### src/rtl/cpu_ctrl_fsm.sv
// Multi-cycle control FSM for the 19-bit CPU: fetch, IR load, decode, memory
// access, ALU execute and PC update, with a mem_ready timeout on every bus cycle.
module cpu_ctrl_fsm #(
  parameter int TIMEOUT = 15,
  parameter int OPW     = 5
) (
  input  logic           i_clk,
  input  logic           i_rst_n,
  input  logic           i_start,
  input  logic [OPW-1:0] i_opcode,
  input  logic           i_zero_flag,
  input  logic           i_mem_ready,
  output logic           o_mem_rd,
  output logic           o_mem_wr,
  output logic           o_addr_sel_pc,
  output logic           o_load_ir,
  output logic           o_pc_inc,
  output logic           o_pc_load,
  output logic           o_acc_load,
  output logic           o_acc_src,
  output logic [2:0]     o_alu_op,
  output logic           o_halted,
  output logic           o_illegal_op,
  output logic           o_bus_err
);

  localparam int CW = $clog2(TIMEOUT + 1);
  localparam logic [CW-1:0] TMAX = CW'(TIMEOUT - 1);

  localparam logic [OPW-1:0] OP_NOP   = 5'b00000;
  localparam logic [OPW-1:0] OP_LOAD  = 5'b00001;
  localparam logic [OPW-1:0] OP_STORE = 5'b00010;
  localparam logic [OPW-1:0] OP_ADD   = 5'b00011;
  localparam logic [OPW-1:0] OP_SUB   = 5'b00100;
  localparam logic [OPW-1:0] OP_AND   = 5'b00101;
  localparam logic [OPW-1:0] OP_OR    = 5'b00110;
  localparam logic [OPW-1:0] OP_XOR   = 5'b00111;
  localparam logic [OPW-1:0] OP_JMP   = 5'b01000;
  localparam logic [OPW-1:0] OP_JZ    = 5'b01001;
  localparam logic [OPW-1:0] OP_HLT   = 5'b11111;

  typedef enum logic [3:0] {
    ST_IDLE    = 4'd0,
    ST_FETCH   = 4'd1,
    ST_LOAD_IR = 4'd2,
    ST_IR_WAIT = 4'd3,
    ST_DECODE  = 4'd4,
    ST_MEM_RD  = 4'd5,
    ST_EXEC    = 4'd6,
    ST_MEM_WR  = 4'd7,
    ST_JUMP    = 4'd8,
    ST_HALT    = 4'd9
  } state_t;

  state_t        r_state;
  state_t        w_next;
  logic [CW-1:0] r_wait_cnt;
  logic [2:0]    r_alu_op;
  logic [2:0]    w_alu_op_nxt;
  logic          r_exec_alu;
  logic          w_exec_alu_nxt;
  logic          r_illegal;
  logic          r_bus_err;
  logic          w_set_ill;
  logic          w_set_berr;
  logic          w_in_bus;
  logic          w_timeout;

  assign w_in_bus  = (r_state == ST_FETCH) || (r_state == ST_MEM_RD) || (r_state == ST_MEM_WR);
  assign w_timeout = (r_wait_cnt == TMAX);

  // State, ALU-op, operand-source and sticky error registers.
  always_ff @(posedge i_clk) begin
    if (!i_rst_n) begin
      r_state    <= ST_IDLE;
      r_alu_op   <= 3'd0;
      r_exec_alu <= 1'b0;
      r_illegal  <= 1'b0;
      r_bus_err  <= 1'b0;
    end else begin
      r_state    <= w_next;
      r_alu_op   <= w_alu_op_nxt;
      r_exec_alu <= w_exec_alu_nxt;
      r_illegal  <= r_illegal | w_set_ill;
      r_bus_err  <= r_bus_err | w_set_berr;
    end
  end

  // Wait counter: zero on entry to a bus state, counts each held cycle.
  always_ff @(posedge i_clk) begin
    if (!i_rst_n) begin
      r_wait_cnt <= {CW{1'b0}};
    end else if ((w_next != r_state) || !w_in_bus) begin
      r_wait_cnt <= {CW{1'b0}};
    end else begin
      r_wait_cnt <= r_wait_cnt + CW'(1);
    end
  end

  // Next-state logic, decode side effects and timeout detection.
  always_comb begin
    w_next         = r_state;
    w_alu_op_nxt   = r_alu_op;
    w_exec_alu_nxt = r_exec_alu;
    w_set_ill      = 1'b0;
    w_set_berr     = 1'b0;
    case (r_state)
      ST_IDLE: begin
        if (i_start) begin
          w_next = ST_FETCH;
        end else begin
          w_next = ST_IDLE;
        end
      end
      ST_FETCH, ST_MEM_RD, ST_MEM_WR: begin
        if (i_mem_ready) begin
          if (r_state == ST_FETCH) begin
            w_next = ST_LOAD_IR;
          end else if (r_state == ST_MEM_RD) begin
            w_next = ST_EXEC;
          end else begin
            w_next = ST_FETCH;
          end
        end else if (w_timeout) begin
          w_next     = ST_HALT;
          w_set_berr = 1'b1;
        end else begin
          w_next = r_state;
        end
      end
      ST_LOAD_IR: w_next = ST_IR_WAIT;
      // IR_WAIT covers the second IR register stage; opcode is valid in DECODE.
      ST_IR_WAIT: w_next = ST_DECODE;
      ST_DECODE: begin
        case (i_opcode)
          OP_NOP:   w_next = ST_FETCH;
          OP_LOAD: begin
            w_next         = ST_MEM_RD;
            w_exec_alu_nxt = 1'b0;
          end
          OP_STORE: w_next = ST_MEM_WR;
          OP_ADD, OP_SUB, OP_AND, OP_OR, OP_XOR: begin
            w_next         = ST_MEM_RD;
            w_exec_alu_nxt = 1'b1;
            case (i_opcode)
              OP_ADD:  w_alu_op_nxt = 3'd0;
              OP_SUB:  w_alu_op_nxt = 3'd1;
              OP_AND:  w_alu_op_nxt = 3'd2;
              OP_OR:   w_alu_op_nxt = 3'd3;
              default: w_alu_op_nxt = 3'd4;
            endcase
          end
          OP_JMP:   w_next = ST_JUMP;
          OP_JZ: begin
            if (i_zero_flag) begin
              w_next = ST_JUMP;
            end else begin
              w_next = ST_FETCH;
            end
          end
          OP_HLT:   w_next = ST_HALT;
          default: begin
            w_next    = ST_HALT;
            w_set_ill = 1'b1;
          end
        endcase
      end
      ST_EXEC:  w_next = ST_FETCH;
      ST_JUMP:  w_next = ST_FETCH;
      ST_HALT:  w_next = ST_HALT;
      default:  w_next = ST_IDLE;
    endcase
  end

  // Moore output decode from the state register.
  always_comb begin
    o_mem_rd      = 1'b0;
    o_mem_wr      = 1'b0;
    o_addr_sel_pc = 1'b0;
    o_load_ir     = 1'b0;
    o_pc_inc      = 1'b0;
    o_pc_load     = 1'b0;
    o_acc_load    = 1'b0;
    o_acc_src     = 1'b0;
    o_halted      = 1'b0;
    case (r_state)
      ST_FETCH: begin
        o_mem_rd      = 1'b1;
        o_addr_sel_pc = 1'b1;
      end
      ST_LOAD_IR: begin
        o_load_ir = 1'b1;
        o_pc_inc  = 1'b1;
      end
      ST_MEM_RD: o_mem_rd = 1'b1;
      ST_EXEC: begin
        o_acc_load = 1'b1;
        o_acc_src  = r_exec_alu;
      end
      ST_MEM_WR: o_mem_wr  = 1'b1;
      ST_JUMP:   o_pc_load = 1'b1;
      ST_HALT:   o_halted  = 1'b1;
      default:   o_halted  = 1'b0;
    endcase
  end

  assign o_alu_op     = r_alu_op;
  assign o_illegal_op = r_illegal;
  assign o_bus_err    = r_bus_err;

endmodule

### config.mk
export PLATFORM = sky130hd
export DESIGN_NAME = cpu_ctrl_fsm
export DESIGN_NICKNAME = d
export VERILOG_FILES = /design/src/rtl/cpu_ctrl_fsm.sv
export SDC_FILE = /design/constraint.sdc
export NUM_CORES = 1
export LEC_CHECK = 0
export ABC_AREA = 1
export CORE_UTILIZATION = 44
export CTS_CLUSTER_SIZE = 20
export DETAILED_ROUTE_END_ITERATION = 8
export HOLD_SLACK_MARGIN = 0.1
export MAX_ROUTING_LAYER = met4
export PLACE_DENSITY = 0.75
export SLEW_MARGIN = 25
export SYNTH_ARGS = -nofsm -noshare
export SYNTH_HDL_FRONTEND = slang
export SYNTH_SLANG_ARGS = --single-unit
### constraint.sdc
create_clock -name i_clk -period 1.4 [get_ports i_clk]
set_input_delay 0.21 -clock i_clk [delete_from_list [all_inputs] [get_ports i_clk]]
set_output_delay 0.21 -clock i_clk [all_outputs]
set_load 0.005 [all_outputs]
# == After elaboration in Yosys (flattened, before gate mapping) ==
# Index checks and enable logic that the tools add are counted.
# classes
n_addsub,1
n_eq_ne,21
n_mux,23
bitwise_logic,3
n_reduce_logical,16
# op_table
operator,count
$pmux W4 S7,1
$eq A5 B3 Y1 const B,4
$pmux W4 S5,1
$eq A4 B3 Y1 const B,4
$mux W1,14
$eq A4 B4 Y1 const B,3
$mux W4,3
$pmux W3 S4,1
$reduce_or A11 Y1,1
$eq A5 B2 Y1 const B,2
$eq A5 B4 Y1 const B,2
$eq A4 B2 Y1 const B,2
$mux W3,2
$reduce_or A2 Y1,3
$reduce_or A6 Y1,1
$eq A5 B1 Y1 const B,1
$eq A5 B5 Y1 const B,1
$logic_not A5 Y1,1
$reduce_or A5 Y1,1
$add A4 B1 Y4 const B,1
$eq A4 B1 Y1 const B,1
$logic_not A4 Y1,1
$ne A4 B4 Y1,1
$reduce_and A2 Y1,2
other kinds (7),10
# word_totals
ff_bits,14
in_bits,10
output_inout_bits,14
wordCells,70

# == Depth between registers and ports, before layout ==
# Gate-level depths: netlist (run 1).
# depth
ltp_word,8
ltp_mapped,11

# == Worst setup path before layout (run 1) ==
# Ideal clock, no wire load.
# synth_timing
path_kind,reg-to-reg
startpoint,register r_wait_cnt[0]
endpoint,register r_wait_cnt[2]
setup_ps,73
arrival_time_ps,1253
required_ps,1327
setup_slack_ps,74
path_stages_with_launch,10
n_path_buf,0
synth_period_minus_slack_ps,1326
cell_sequence,dfxtp_1 > inv_1 > ha_1 > nand3_1 > nand3_1 > nand2_1 > a21oi_1 > nand3_1 > nand3_2 > nor3_2
# synth_via
elab_chain_cells,7
# synth_rtl
item,line_no,text
from (decl),57,logic [CW-1:0] r_wait_cnt;
from (signal assigned),92,r_wait_cnt <= {CW{1'b0}};
from (signal assigned),94,r_wait_cnt <= {CW{1'b0}};
from (signal assigned),96,r_wait_cnt <= r_wait_cnt + CW'(1);
$eq A4 B4 Y1,70,assign w_timeout = (r_wait_cnt == TMAX);
$mux W4,124,end else if (w_timeout) begin
$mux W4,116,if (i_mem_ready) begin
$pmux W4 S7,107,case (r_state)
$ne A4 B4 Y1,93,end else if ((w_next != r_state) || !w_in_bus) begin
$logic_or A1 B1 Y1,93,
$reduce_or A2 Y1 (no source line),n/a,
# Several ways; a longest one is shown, not always the timed one.
# A chain may end at the register's enable or synchronous reset.

# == Final worst setup path (run 1) ==
# layout_timing
startpoint,register r_state[0]
endpoint,register r_wait_cnt[3]
# layout_via
elab_chain_cells,8
# layout_rtl
item,line_no,text
from (decl),55,state_t r_state;
from (signal assigned),81,r_state <= w_next;
$eq A4 B3 Y1,"69, 107, 119",
$mux W3,119,end else if (r_state == ST_MEM_RD) begin
$mux W3,117,if (r_state == ST_FETCH) begin
$mux W4,116,
$pmux W4 S7,107,
$ne A4 B4 Y1,93,
$logic_or A1 B1 Y1 (*),93,
$reduce_or A2 Y1 (no source line) (*),n/a,
# Every way passes the cells marked *; elsewhere a longest branch is shown, timed or not.

==> impl_results.md, run 1 <==
- Status: complete, but fails checks
- Failing checks: setup timing
- Pre-CTS setup slack: -0.413 ns
- Area fraction in compound gates after synthesis: 11.3%
- Largest net degree at the start of global routing: 9
- Initial antenna violation count: 0
- Period utilization: 119%
- Antenna cells: 0
- Worst setup path class: reg2reg
- Final instance area: 1860 µm²
- Die area: 2490 µm²
- Ys flop type: dfxtp_1
- TritonCTS clock tree: yes
- Max incr delay on CP: 0.38 ns
- Max Fclk: 602 MHz
- Tmin final: approximately 1.7 ns
- Area Overhead vs Synth: 83.9%
- Clk buf depth: 2
- Total GRT Usage: 29.8%
- Clock skew: 0.00331 ns
- RePlAce Congestion: 0.903
- Synth Area in XOR/XNOR: 1.73%
- Clock Pin Slew Worst Setup and Hold Paths: 0.08 ns
- Crit Path Max Fanout: 4
- Endpoints failing hold: 0
- Routed Antenna Nets: 0
- Vias in the first global route: 1,244
- Post-synth EDFFs: 0
- Simple-Gate Fraction of Synth Area: 44.9%
- Largest delay share family, worst path: simple AND/OR/NAND/NOR gates
- Die width: 49.9 µm
- Adder-cell share of the synthesized area: 2.48%
- Global-route wire length before repair: about 5500 µm
- Synth unique cells: 31
- Crit. path cell count: 11
- Placed Area: roughly 1500 µm²
- Register area share after synthesis: 27.7%
- Finished Core Util: 90.2%
- Worst vdd ir: 0.756 mV
- MaxCap Viol Count: 0
- CTS Sinks: 14
- CTS Hold Bufs: 0
- Avg Cell Area, Syn: 6.83 µm²
- Initial Util: between 40% and 50%
- Cells along the critical path: buf_4 -> nor2_4 -> buf_4 -> nand3_1 -> nand2_1 -> inv_2 -> nand3_2 -> nand2_2 -> nand2_2 -> nand3_4 -> nor3_4
- Post-synth top area share: 27.7%
- Mapped cell area: 1010 µm²
- Multiplexer share of the synthesized area: 0%
- Final setup fails: 19
- WP data required: 1.60 ns
- Pwr dens: 590 nW/µm²
- CTS buffer count: 3
- Routed WL: roughly 4600 µm
- I/O Buffers: 23
- Die H: 49.9 µm
- Top-count cell post-synth: nand2_1
- WP data arrival: roughly 1.9 ns
- Kind of end point of the critical path: flop
- FF-to-FF path depth: 11
- Critical path startpoint category: flop
- Mapped Nets: 160
- Largest cells by area after synthesis: dfxtp_1, nand2_1, nand3_1
- Hold Path Stages: 4
- #FFs+latches synth: 14
- Largest family of logic cells by synthesized area: simple AND/OR/NAND/NOR gates
- Top sig layer: met4
- Clk root buf: clkbuf_4
- Met2 wire len: about 2300 µm
- Fin cells: between 200 and 250
- Drt via density: 5.81
- Synth top cells by count: nand2_1, inv_1, nor2_1
- Placed cells: roughly 220
- Worst-Margin Slew: 0.368 ns
- Post-Synthesis Cells: about 150
- Fin. max-slew vios: 0
- Residual DRC count: 0
- GRT Residual Overflow: 0
- WP buf/inv: 3
- Cell taking the most area after synthesis: dfxtp_1
- Proportion of layout cells with a drive suffix above 1: a little under 60%
- RSZ-0062 raised after global routing: true
- Initial DRC Count: 65
- Total number of yosys warnings: 0
- DRT Pass-1 Iters: 4
- Met3 WL: 361 µm
- Leakage power: between 0.8 and 0.9 nW
- Row Count: 16
- Io pins: 24
- Relative slew slack: 75.3%
- Slowest stage cell, crit path: dfxtp_4
- WL met1: 1660 µm
- Final Net Count: between 200 and 250
- Final setup margin: -0.260 ns
- Core area: between 2000 and 2500 µm²
- Setup TNS: -2.11 ns
- Worst hold path type: in2reg
- Routed WL per cell: 18.6 µm
- Worst-Skew Late Latency: 0.28 ns
- H-tree lvl count: 1
- DR vias: 1,446
- Dpl hpwl: 2160 µm
- FFs w/ async S/R, synth: 0%
==> worst paths after layout <==
path                        end   startpoint  slack [ns]
setup reg to reg  r_wait_cnt[3]   r_state[0]       -0.26
setup / recovery  r_wait_cnt[3]   r_state[0]       -0.26
hold / removal      o_alu_op[0]  i_opcode[0]        0.45
hold reg to reg     o_alu_op[0]  o_alu_op[0]        0.47
==> where the power goes <==
part | internal [mW] | switching [mW]
combinational | 0.170 | 0.224
clock | 0.158 | 0.131
sequential | 0.401 | 0.0118
total | 0.730 | 0.366
==> state kept, by name, indices dropped and copies added, names as in the netlist <==
name / flops
r_exec_alu: 1
r_state: 4
o_bus_err: 1
o_illegal_op: 1
r_wait_cnt: 4
o_alu_op: 3
==> final cells by class <==
class	instances	area, µm²
multi-input combinational	105	772
timing repair buffer	72	618
sequential	14	295
fill	80	203
inverter	27	104
clock buffer	4	36.3
tap	27	33.8
==> kinds of logic (layout without fill, tap and decap cells) <==
kind of cell	count (synthesis)	count (layout)
buffers and inverters	29	103
AND/OR/NAND/NOR	83	83
AO/OA/AOI/OAI	18	18
XOR/XNOR	2	2
adder cells (fa/ha/maj)	2	2
flip-flops	14	14
==> metrics by stage <==
step,total power [mW],hold WS [ns]
6_report,1.10,0.447
5_1_grt,1.14,0.481
4_1_cts,1.02,0.468
3_5_place_dp,0.699,0.454
3_3_place_gp,0.691,0.441
2_1_floorplan,0.569,0.308
==> metal layers <==
metal,GRT usage (%),vias to the layer above
met3,1.85,41
met4,11.9,0
met2,53.6,123
li1,-,624
met1,33.9,658
met5,-,-
==> cell usage in the layout, fill, tap and decap left out, drive strengths merged <==
| cell | instances |
|---|---|
| nand3b | 1 |
| o21ai | 4 |
| clkbuf | 5 |
| nand3 | 17 |
| clkdlybuf4s50 | 9 |
| nor2 | 22 |
| a31oi | 1 |
| dfxtp | 14 |
| inv | 26 |
| nand2 | 32 |
| nor3 | 8 |
| dlygate4sd2 | 1 |
| ha | 2 |
| xor2 | 1 |
| a21oi | 12 |
| buf | 57 |
| a31o | 1 |
| clkinv | 1 |
| dlymetal6s2s | 4 |
| nand4 | 2 |
| xnor2 | 1 |
| nor3b | 1 |
==> worst register-to-register path, stage by stage, from the launching register on <==
cell	delay [ns]
dfxtp_4	0.38
buf_4	0.16
nor2_4	0.11
buf_4	0.12
nand3_1	0.08
nand2_1	0.11
inv_2	0.05
nand3_2	0.08
nand2_2	0.06
nand2_2	0.09
nand3_4	0.12
nor3_4	0.23
==> repair_timing <==
| action | in CTS | in global routing |
|---|---|---|
| endpoints found under the hold margin | 0 | 0 |
| buffers inserted | 13 | 13 |
| resized for setup | 62 | 44 |
| pin swaps | 8 | 21 |
| setup endpoints to repair | 18 | 21 |
Power figures use the tool's default switching activity.
==> inputs of run 2 (changes only) <==
- CORE_UTILIZATION: 44 -> 49
- PLACE_DENSITY: 0.75 -> 0.79
- SLEW_MARGIN: 25 -> 5
- clock period: 1.4 -> 1.9 ns (I/O delays scaled with it)
==> impl_results.md, run 2 (synthesis gave the netlist of run 1 again) <==
- Critical path startpoint category: flop
- Worst-Margin Slew: 0.328 ns
- R2R Path End: r_wait_cnt[3]
- Pre-CTS setup slack: between 0.03 and 0.04 ns
- Drt via density: 5.18
- Crit Reg-Reg Startpoint: r_state[3]
- Vias in the first global route: 931
- Final Net Count: 192
- Residual DRC count: 0
- WP data arrival: 1.54 ns
- Initial antenna violation count: 0
- MaxCap Viol Count: 0
- GRT busiest layer: met2
- Flop-to-flop setup slack: approximately 0.21 ns
- Die width: 47.4 µm
- Setup TNS: 0 ns
- Met3 Usage GRT: 2.26%
- Final setup margin: 0.0721 ns
- Pwr dens: 512 nW/µm²
- Initial DRC Count: 20
- Die area: about 2200 µm²
- Row Count: 16
- Status: finished, final reports clean
- DR vias: 1,067
- Clock Pin Slew Worst Setup and Hold Paths: 0.08 ns
- Period utilization: 96.2%
- CP startpoint: r_state[2]
- FF-to-FF path depth: 10
- Area Overhead vs Synth: 34.3%
- TritonCTS clock tree: yes
- Total GRT Usage: about a quarter
- Global-route wire length before repair: 3840 µm
- Most frequent cells in the layout: nand2_1, clkdlybuf4s50_1, inv_1, nor2_1, nand3_1
- Fin. max-slew vios: 0
- Antenna cells: 0
- Routed WL per cell: approximately 12 µm
- Worst vdd ir: slightly above 0.4 mV
- CTS Sinks: 14
- Leakage power: roughly 0.59 nW
- Largest net degree at the start of global routing: 9
- Clk buf depth: 2
- DRT Pass-1 Iters: 4
- Commonest non-fill, non-tap cell in the layout: nand2_1
- M1 GR Usage: a little under a third
- Relative slew slack: 77.9%
- Power, Total: 0.695 mW
- Fin cells: 206
- Core area: 1940 µm²
- Routed WL: 2460 µm
- I/O Buffers: 23
- Clk root buf: clkbuf_4
- Initial Util: 52.1%
- Worst-Skew Late Latency: ~0.28 ns
- Io pins: 24
- Crit Path Max Fanout: 5
- Placed Area: 1290 µm²
- Placed cells: 200
- Kind of end point of the critical path: output port
- Proportion of layout cells with a drive suffix above 1: 26.8%
- Dpl hpwl: ~2000 µm
- Endpoints failing hold: 0
- Clock skew: 0.00141 ns
- H-tree lvl count: 1
- Max Fclk: around 550 MHz
- Final instance area: between 1000 and 1500 µm²
- Routed Antenna Nets: 0
- Finished Core Util: 69.9%
- CTS buffer count: 3
- GR Layer Usage met2: 41.9%
- Critical Path End: o_load_ir
- Final setup fails: 0
- RePlAce Congestion: roughly 1
- Tmin final: 1.83 ns
- Worst setup path class: reg2out
- Worst hold path type: reg2reg
- CTS Hold Bufs: 0
- Final hold slack: between 0.4 and 0.5 ns
- GRT Residual Overflow: 0
- WP data required: 1.62 ns
- # fillers: 164
- Die H: 47.4 µm
-- run 2: worst min path at each step --
stage                 start           end  slack, ns  cells past startpoint
2_1_floorplan       i_rst_n    r_state[0]       0.38                      2
3_5_place_dp    o_alu_op[2]   o_alu_op[2]       0.46                      2
5_1_grt        o_illegal_op  o_illegal_op       0.51                      2
4_1_cts         o_alu_op[2]   o_alu_op[2]       0.47                      2
3_3_place_gp   o_illegal_op  o_illegal_op       0.44                      2
6_report        o_alu_op[0]   o_alu_op[0]       0.47                      2
-- run 2: layout make-up --
| cell class | instances | area, µm² | area share (%) |
|---|---|---|---|
| repair buffers | 29 | 278 | 20.5 |
| well taps | 27 | 33.8 | 2.49 |
| inverters | 27 | 101 | 7.47 |
| multi-input cells | 105 | 621 | 45.7 |
| flip-flops and latches | 14 | 288 | 21.2 |
| clock buffers | 4 | 36.3 | 2.67 |
-- run 2: metal layers --
metal | up-vias | part of all wire, %
met1 | 484 | 43
li1 | 536 | -
met5 | - | 0
met4 | 0 | 1.1
met2 | 43 | 51
met3 | 4 | 4.7
-- run 2: timing repair --
item | CTS | global route
setup endpoints to repair | 3 | 6
gates cloned | 0 | 0
pin swaps | 0 | 1
setup buffers | 1 | 1
resized for setup | 4 | 5
endpoints found under the hold margin | 0 | 0
-- run 2: critical path, cell delays in order, from the launching register on --
cell,delay [ns]
dfxtp_4,0.37
nor2_2,0.14
inv_2,0.07
nor2_2,0.16
clkdlybuf4s50_1,0.52
-- run 2: report_power, final --
part / leakage, nW / internal (mW) / switching [mW]
Clock: 0.0210 / 0.117 / 0.102
Combinational: 0.453 / 0.0719 / 0.0990
Sequential: 0.115 / 0.298 / 0.00789
Total: 0.589 / 0.487 / 0.209
==> patch (flow settings as in run 1) <==
Encoding of `state_t`: now one-hot (10 bits for 10 states).
--- a/src/rtl/cpu_ctrl_fsm.sv
+++ b/src/rtl/cpu_ctrl_fsm.sv
@@ -39,17 +39,17 @@
   localparam logic [OPW-1:0] OP_JZ    = 5'b01001;
   localparam logic [OPW-1:0] OP_HLT   = 5'b11111;
 
-  typedef enum logic [3:0] {
-    ST_IDLE    = 4'd0,
-    ST_FETCH   = 4'd1,
-    ST_LOAD_IR = 4'd2,
-    ST_IR_WAIT = 4'd3,
-    ST_DECODE  = 4'd4,
-    ST_MEM_RD  = 4'd5,
-    ST_EXEC    = 4'd6,
-    ST_MEM_WR  = 4'd7,
-    ST_JUMP    = 4'd8,
-    ST_HALT    = 4'd9
+  typedef enum logic [9:0] {
+    ST_IDLE    = 10'b0000000001,
+    ST_FETCH   = 10'b0000000010,
+    ST_LOAD_IR = 10'b0000000100,
+    ST_IR_WAIT = 10'b0000001000,
+    ST_DECODE  = 10'b0000010000,
+    ST_MEM_RD  = 10'b0000100000,
+    ST_EXEC    = 10'b0001000000,
+    ST_MEM_WR  = 10'b0010000000,
+    ST_JUMP    = 10'b0100000000,
+    ST_HALT    = 10'b1000000000
   } state_t;
 
   state_t        r_state;
Function: no difference found for any inputs over 10 cycles, from zero or initial values and one cycle with i_rst_n low; not proved beyond that.
==> patch against run 1 <==
The run ends with design-rule violations, negative setup slack left. Setup slack got worse by 230 ps. Power grew 22%. Final area increased by 44%. Synthesized area rose by 37%. Global-route usage is 5.2 points higher. Wire length is 54% higher. Count of clock-buffer cells in the layout unchanged. Sequential cell count increased by 6. Critical endpoint is now r_wait_cnt[2]. Largest power group unchanged.
==> patch: results (changes against run 1) <==
- After synthesis, the cell types taking the most area are dfxtp_1, inv_1, nand2_1, nor2_1, nand3_2.
- The slew at the pin closest to its max-slew limit is 487 ps (+119 ps).
- The number of antenna violations at the first check in global routing is 0 (unchanged).
- The buffer levels on the longest clock path is 2 (unchanged).
- The wire length of the first global-routing pass is 8.40 mm (+52%).
- The post-placement worst setup slack was -461 ps (-48.5 ps).
- The leakage component of the power is 0.00129 uW (+46%).
- The via count of the first global-routing pass came to 1,822 (+46%).
- The total nets after synthesis is 202 (+26%).
- The setup violation total in the final timing report is 27 (+8).
- The DRC violation count after routing is 1 (+1).
- The part of the Yosys area used for sequential elements is 0.290 (+0.0129).
- The cell count after placement is 292 (+32%).
- The startpoint of the lowest-slack register-to-register path is r_state[3].
- The distinct cell type count of the synthesized netlist is 34 (+9.7%).
- The run finished, with violations left.
- The final net count was 308 (+31%).
- The largest net degree at the start of global routing is 12 (+3).
- Ranked by instance count, the synthesized netlist is headed by inv_1, nand2_1, nor2_1, dfxtp_1, nand3_1.
- The clock power share came to 0.273 (+0.009).
- The clock group power is 366 uW (+27%).
- The global router's overall resource usage is 0.350 (+0.0517).
- The average wire per standard cell was 21.9 um (+18%).
- The critical path data arrival time came to 2110 ps (+250 ps).
- The length of the first detailed-routing pass in iterations was 6 (+2).
- The post-CTS clock slew at the launch and capture registers of the worst setup and hold paths is 130 ps (+50 ps).
- The checks that failed: design-rule violations, negative setup slack.
- The detailed-route vias per instance is 5.96 (+2.6%).
- The clock insertion delay at the later pin of the skew report is 320 ps (+40 ps).
- The worst setup skew after layout is 6.95 ps (+3.64 ps).
- The detailed router's first-iteration violation count was 163 (+150%).
- The average cell area after synthesis was 7.26 um2 (+6.3%).
- The part of the total power dissipated in combinational logic came to 0.295 (-0.065).
- The count of fill cells added during filler insertion is 96 (+20%).
- The detailed-placement wirelength estimate is 2.92 mm (+35%).
- The post-route worst setup slack is -486 ps (-225 ps).
- The routability congestion estimate is 0.881 (-2.4%).
==> patch: worst max-delay path, cell delays in order (launching register included) <==
cell and delay [ps]:
dfxtp_4 380, nor2_4 160, nand2_2 110, buf_6 140, nor2_4 90, nand2_4 80, o21ai_0 410, a31oi_1 200
nand3_4 170, nor3_2 60
==> patch: layout make-up <==
type	instances	area, um2	share of cell area
Tap cell	31	38.8	0.0145
Sequential cell	20	428	0.160
Inverter	35	139	0.0520
Clock buffer	4	36.3	0.0136
Multi-Input combinational cell	133	1140	0.426
Timing Repair Buffer	103	890	0.333
==> patch: final timing paths <==
| path | end | slack [ps] | depth (start not counted) |
|---|---|---|---|
| setup reg to reg | r_wait_cnt[2] | -490 | 9 |
| setup / recovery | r_wait_cnt[2] | -490 | 9 |
| hold / removal | o_alu_op[0] | 360 | 4 |
| hold reg to reg | o_alu_op[0] | 470 | 2 |
==> patch: what timing repair did <==
item / 4_1_cts / 5_1_grt
hold endpoints to repair: 0 / 0
pin swaps: 26 / 23
setup buffers: 30 / 6
resized for setup: 116 / 48
setup endpoints to repair: 25 / 31
==> patch: cell families after synthesis <==
family	after synthesis	synth area share
and+or+nand+nor	110	0.487
DFF	20	0.290
buffers and inverters	37	0.105
adders and majority gates	2	0.0181
xor gates and xnor gates	2	0.0127
AOI/OAI and AO/OA	19	0.0870
==> patch: metal layers <==
layer / track usage / up-vias / routed length [um]
met1: 0.350 / 901 / 2580
met5: - / - / 0
met4: 0.231 / 0 / 552
li1: - / 820 / -
met2: 0.629 / 156 / 3460
met3: 0.0469 / 66 / 540
==> patch: through the flow <==
stage,TNS (ps),util,area [um2]
2_1_floorplan,0,-,1380
3_3_place_gp,-5170,0.706,2010
3_5_place_dp,-6090,0.706,2010
4_1_cts,-3590,0.883,2520
5_1_grt,-9440,0.936,2670
6_report,-7260,0.936,2670
